--- src/rtl/encode_immediate.sv ---
// encode_immediate: inverse of the immediate extender. Given a 32-bit constant
// and an ImmSrc format, it reports whether the constant fits that format and
// returns the packed instruction field. The rotated-imm8 format walks the 16
// rotate amounts one per clock, so the smallest hitting rotation wins.
module encode_immediate #(
    parameter int W = 32
) (
    input  logic         clk,
    input  logic         reset,
    input  logic         start,
    input  logic [W-1:0] value,
    input  logic [1:0]   ImmSrc,
    output logic         busy,
    output logic         done,
    output logic         valid,
    output logic [23:0]  field
);

    typedef enum logic {IDLE, SEARCH} state_t;

    state_t         state, state_nx;
    logic [W-1:0]   val_q;
    logic [1:0]     mode_q;
    logic [3:0]     rot;
    logic [2*W-1:0] dbl;
    logic [W-1:0]   rotc;
    logic           hit;
    logic           fin;
    logic [23:0]    field_nx;
    logic           accept;

    assign accept = (state == IDLE) && start;

    // Rotate-left by 2*rot: shifting the doubled word leaves the rotation in the upper half.
    always_comb begin
        dbl  = {val_q, val_q} << {rot, 1'b0};
        rotc = dbl[2*W-1:W];
    end

    // Resolve the current SEARCH cycle: hit/finish and the field to publish.
    always_comb begin
        hit      = 1'b0;
        fin      = 1'b1;
        field_nx = '0;
        case (mode_q)
            2'b00: begin
                hit = (rotc[31:8] == '0);
                fin = hit || (rot == 4'd15);
                if (hit) field_nx = {12'b0, rot, rotc[7:0]};
            end
            2'b01: begin
                hit = (val_q[31:12] == '0);
                if (hit) field_nx = {12'b0, val_q[11:0]};
            end
            2'b10: begin
                // Sign bits 31..23 must agree for a 24-bit signed field.
                hit = (&val_q[31:23]) || (~|val_q[31:23]);
                if (hit) field_nx = val_q[23:0];
            end
            default: begin
                hit = 1'b0;
            end
        endcase
    end

    // State register.
    always_ff @(posedge clk or posedge reset) begin
        if (reset) state <= IDLE;
        else       state <= state_nx;
    end

    // Next-state logic: accept only when idle, return to idle when the search resolves.
    always_comb begin
        state_nx = state;
        case (state)
            IDLE:    if (start) state_nx = SEARCH;
            SEARCH:  if (fin)   state_nx = IDLE;
            default: state_nx = IDLE;
        endcase
    end

    // Output logic: busy spans exactly the SEARCH state.
    always_comb begin
        busy = (state == SEARCH);
    end

    // Operand latch, rotate counter and registered result/done pulse.
    always_ff @(posedge clk or posedge reset) begin
        if (reset) begin
            val_q  <= '0;
            mode_q <= 2'b00;
            rot    <= 4'd0;
            done   <= 1'b0;
            valid  <= 1'b0;
            field  <= '0;
        end else begin
            done <= 1'b0;
            if (accept) begin
                val_q  <= value;
                mode_q <= ImmSrc;
                rot    <= 4'd0;
            end else if (state == SEARCH) begin
                if (fin) begin
                    done  <= 1'b1;
                    valid <= hit;
                    field <= field_nx;
                end else begin
                    rot <= rot + 4'd1;
                end
            end
        end
    end

endmodule

--- config.mk ---
export PLATFORM = sky130hd
export DESIGN_NAME = encode_immediate
export DESIGN_NICKNAME = d
export VERILOG_FILES = /design/src/rtl/encode_immediate.sv
export SDC_FILE = /design/constraint.sdc
export NUM_CORES = 1
export LEC_CHECK = 0
export CAP_MARGIN = 20
export CORE_UTILIZATION = 50
export CTS_BUF_LIST = sky130_fd_sc_hd__clkbuf_8
export CTS_CLUSTER_DIAMETER = 60
export DETAILED_ROUTE_END_ITERATION = 10
export PLACE_DENSITY = 0.74
export SLEW_MARGIN = 5
export SYNTH_ARGS = -nofsm -noshare
export SYNTH_HDL_FRONTEND = slang
export SYNTH_SLANG_ARGS = --single-unit
--- constraint.sdc ---
create_clock -name clk -period 5.62 [get_ports clk]
set_clock_uncertainty 0.2 [all_clocks]
set_input_delay 0.562 -clock clk [delete_from_list [all_inputs] [get_ports clk]]
set_output_delay 0.562 -clock clk [all_outputs]
set_load 0.01 [all_outputs]
==> flow_summary.rst <==
.. list-table::
   :header-rows: 1

   * - Metric
     - Value
   * - Number of buffers created by CTS
     - 9
   * - Synth Net Count
     - about 560
   * - Detailed-route DRC error count
     - 1
   * - CP startpoint kind
     - register
   * - GRT Overall Usage
     - ~28%
   * - Core Util, Final
     - 61.2%
   * - Critical Path End Type
     - register
   * - Leakage power of the design
     - 2.28 nW
   * - Max-capacitance violation count
     - 0
   * - Drt wl/cell
     - 19.0 µm
   * - Start point of the worst hold path
     - field[7]$_DFFE_PP0P_
   * - Port Buffer Count
     - between 60 and 70
   * - Final instance area
     - around 5400 µm²
   * - Library cell occupying the most area in the post-synthesis netlist
     - dfrtp_1
   * - Fraction of synthesized cell area taken by the top area cell type
     - between 30% and 40%
   * - Placement Rows
     - 34
   * - Hold-fix buffers, CTS
     - 0
   * - Crit path max fanout
     - 42
   * - # Post-CTS Setup Buffers
     - 0
   * - Endpoint of the worst hold path
     - field[7]$_DFFE_PP0P_
   * - Avg Synthesized Cell Area
     - approximately 8.8 µm²
   * - Die width
     - a little under 100 µm
   * - Final count of pins violating max slew
     - 0
   * - Worst reg-to-reg path cell count
     - 9
   * - Commonest register cell after synthesis
     - dfrtp_1
   * - Main area contributors after synthesis
     - dfrtp_1 35%, mux2i_1 13%, nand2_1 10%
   * - Path type of the worst setup path
     - register to register
   * - Die footprint
     - just under 10000 µm²
   * - Pin count of the biggest net entering global routing
     - 66
   * - Initial Utilization
     - a little over half
   * - Most common library cell in the layout ignoring fill and taps
     - nand2_1
   * - Setup-violating endpoint count in the final report
     - 0
   * - Worst Max-Slew Pin Slew
     - around 0.85 ns
   * - Run status
     - finished, violations left
   * - Fraction of layout cells with a size suffix above 1
     - roughly 11%
   * - Seq/Total Area, Yosys
     - about a third
   * - Wirelength, routed
     - about 13000 µm
   * - Clock transition at the registers of the reported paths
     - around 0.080 ns
   * - CTS tree
     - yes
   * - Synthesized cell area
     - approximately 4600 µm²
   * - Data arrival time of the worst path
     - 3.85 ns
   * - Fraction of registers with async set or reset after synthesis
     - 100%
   * - First-pass iteration count of the detailed router
     - 8
   * - PnR Total Power
     - around 2.7 mW
   * - Hold Vio Cnt, Final
     - 0
   * - Worst Hold Slack
     - about 0.31 ns
   * - First DRT Iteration DRCs
     - ~310
   * - Clock network latency to the later pin of the worst-skew pair
     - 0.35 ns
   * - Die Ht
     - approximately 98 µm
   * - Period utilisation layout
     - around 68%
   * - Number of resized instances in the post-cts repair step
     - 0
   * - Final RePlAce weighted congestion
     - between 0.9 and 1
   * - Number of cells produced by synthesis
     - around 530
   * - Origin of the critical flop-to-flop path
     - rot[1]$_DFFE_PP0P_
   * - Maximum ir drop on the vdd rail
     - 281 µV
   * - Count of antenna diodes in the layout
     - 0
   * - Placement Cell Area
     - roughly 5200 µm²
   * - Number of buffers between clock root and the deepest sink
     - 2
   * - First-pass GRT wire length
     - about 21000 µm
   * - Path class of the lowest-slack min-delay path
     - register to register
   * - Number of flip-flops and latches in the synthesized netlist
     - 65
   * - Worst reg-to-reg setup slack
     - between 1.5 and 2 ns
   * - Pwr Density
     - between 400 and 500 nW/µm²
   * - Drt via density
     - roughly 6
   * - Count of flip-flops with a built-in enable after synthesis
     - 0
   * - Top achievable clock speed
     - between 200 and 300 MHz
   * - CTS root buf
     - clkbuf_8
   * - YS warnings
     - 0
   * - Routed vias
     - between 4000 and 5000
   * - Min Clock Period, post-route
     - 3.81 ns
   * - Reg-to-Reg End
     - field[7]$_DFFE_PP0P_
   * - Number of library cell types mapped by synthesis
     - 56
   * - HPWL after DPL
     - approximately 8900 µm
   * - H-Tree Level Count
     - 3
   * - Failing checks
     - DRC
   * - Total Negative Setup Slacks
     - 0 ns
   * - Required arrival time at the worst endpoint
     - roughly 5.7 ns
   * - Core Box Area
     - approximately 8800 µm²
   * - I/O pin count
     - 64
   * - Clock Sink Count
     - 65
   * - Routed Antenna Nets
     - 0
   * - Congestion Overflow GR
     - 0
   * - Antenna violations before repair
     - 0
   * - Vias in the first global route
     - ~4000
   * - Area growth, synth to finish
     - 17.2%
   * - Worst hold path stage count
     - 1
   * - Net total in the final layout
     - 599
   * - RSZ-0062 raised after global routing
     - false
   * - Most used cells in the layout excluding fill and tap cells
     - 127 x nand2_1, 64 x dfrtp_1, 63 x clkdlybuf4s50_1
   * - Slew Limit Headroom
     - approximately 43%
[registers in the layout, indices dropped and copies added, names as in the netlist]
signal,count
valid,1
rot,4
busy,1
done,1
val_q,32
mode_q,2
field,24
[per-layer routing]
layer  share of wire [%]  wire [µm]  track usage, %
met5                   0          0               0
met4                 2.4        307            9.87
met3                 7.2        925            5.87
met2                  45       5810            43.7
met1                  45       5750            39.4
[final cells by class]
type | count | area (µm²)
Inverter | 26 | 97.6
Clock inverter | 7 | 96.3
Clock buffer | 9 | 124
Sequential cell | 65 | 1630
Fill cell | 777 | 3430
Multi-Input combinational cell | 386 | 2620
Tap cell | 108 | 135
Timing Repair Buffer | 73 | 718
[kinds of logic (layout without fill, tap and decap cells)]
logic type | count (synthesis) | count (layout) | synth area share [%]
AND/OR/NAND/NOR | 215 | 215 | 20.5
multiplexers | 90 | 90 | 22.9
AO/OA/AOI/OAI | 80 | 80 | 12.8
buffers and inverters | 74 | 115 | 8.25
flip-flops | 65 | 65 | 35.2
adder cells (fa/ha/maj) | 1 | 1 | 0.271
[cell usage after synthesis, drive strengths merged (4+ instances only)]
cell    number
nand3        5
and2        11
nor2b        4
dfrtp       65
clkbuf      23
a211oi      15
nor2        23
o21ai       16
nand2      127
buf         25
mux4         9
mux2        19
mux2i       62
nor4         4
a21oi       10
a32o         8
nor3        23
inv         25
a31oi        5
o211ai       7
nor3b        8
nand4        4
[through the flow]
step           setup WS [ns]  instances
2_1_floorplan           2.84        525
3_5_place_dp            1.84        658
5_1_grt                 1.58        674
6_report                1.81        674
3_3_place_gp            1.92        658
4_1_cts                 1.82        674
[worst max-delay path by stage]
| stage | from | to | slack (ns) |
|---|---|---|---|
| finish | rot[1]$_DFFE_PP0P_ | field[7]$_DFFE_PP0P_ | 1.81 |
| global route | rot[1]$_DFFE_PP0P_ | field[7]$_DFFE_PP0P_ | 1.58 |
| CTS | rot[1]$_DFFE_PP0P_ | field[7]$_DFFE_PP0P_ | 1.82 |
| detailed placement | rot[1]$_DFFE_PP0P_ | field[5]$_DFFE_PP0P_ | 1.84 |
| global placement | rot[1]$_DFFE_PP0P_ | field[6]$_DFFE_PP0P_ | 1.92 |
| floorplan | rot[1]$_DFFE_PP0P_ | field[0]$_DFFE_PP0P_ | 2.84 |
[worst max-delay path: stages (launching register included)]
cell,delay [ns]
dfrtp_2,0.89
buf_12,0.31
mux2i_1,0.34
mux2i_1,0.14
or3_1,0.33
o2bb2ai_1,0.16
o2111a_1,0.21
buf_4,0.22
a31o_4,0.48
mux2_2,0.39
[report_power, final]
group,switching [mW],internal (mW)
clock network,0.196,0.250
registers,0.348,0.601
logic,0.714,0.573
Note: power is estimated with default switching activity, not from simulation.
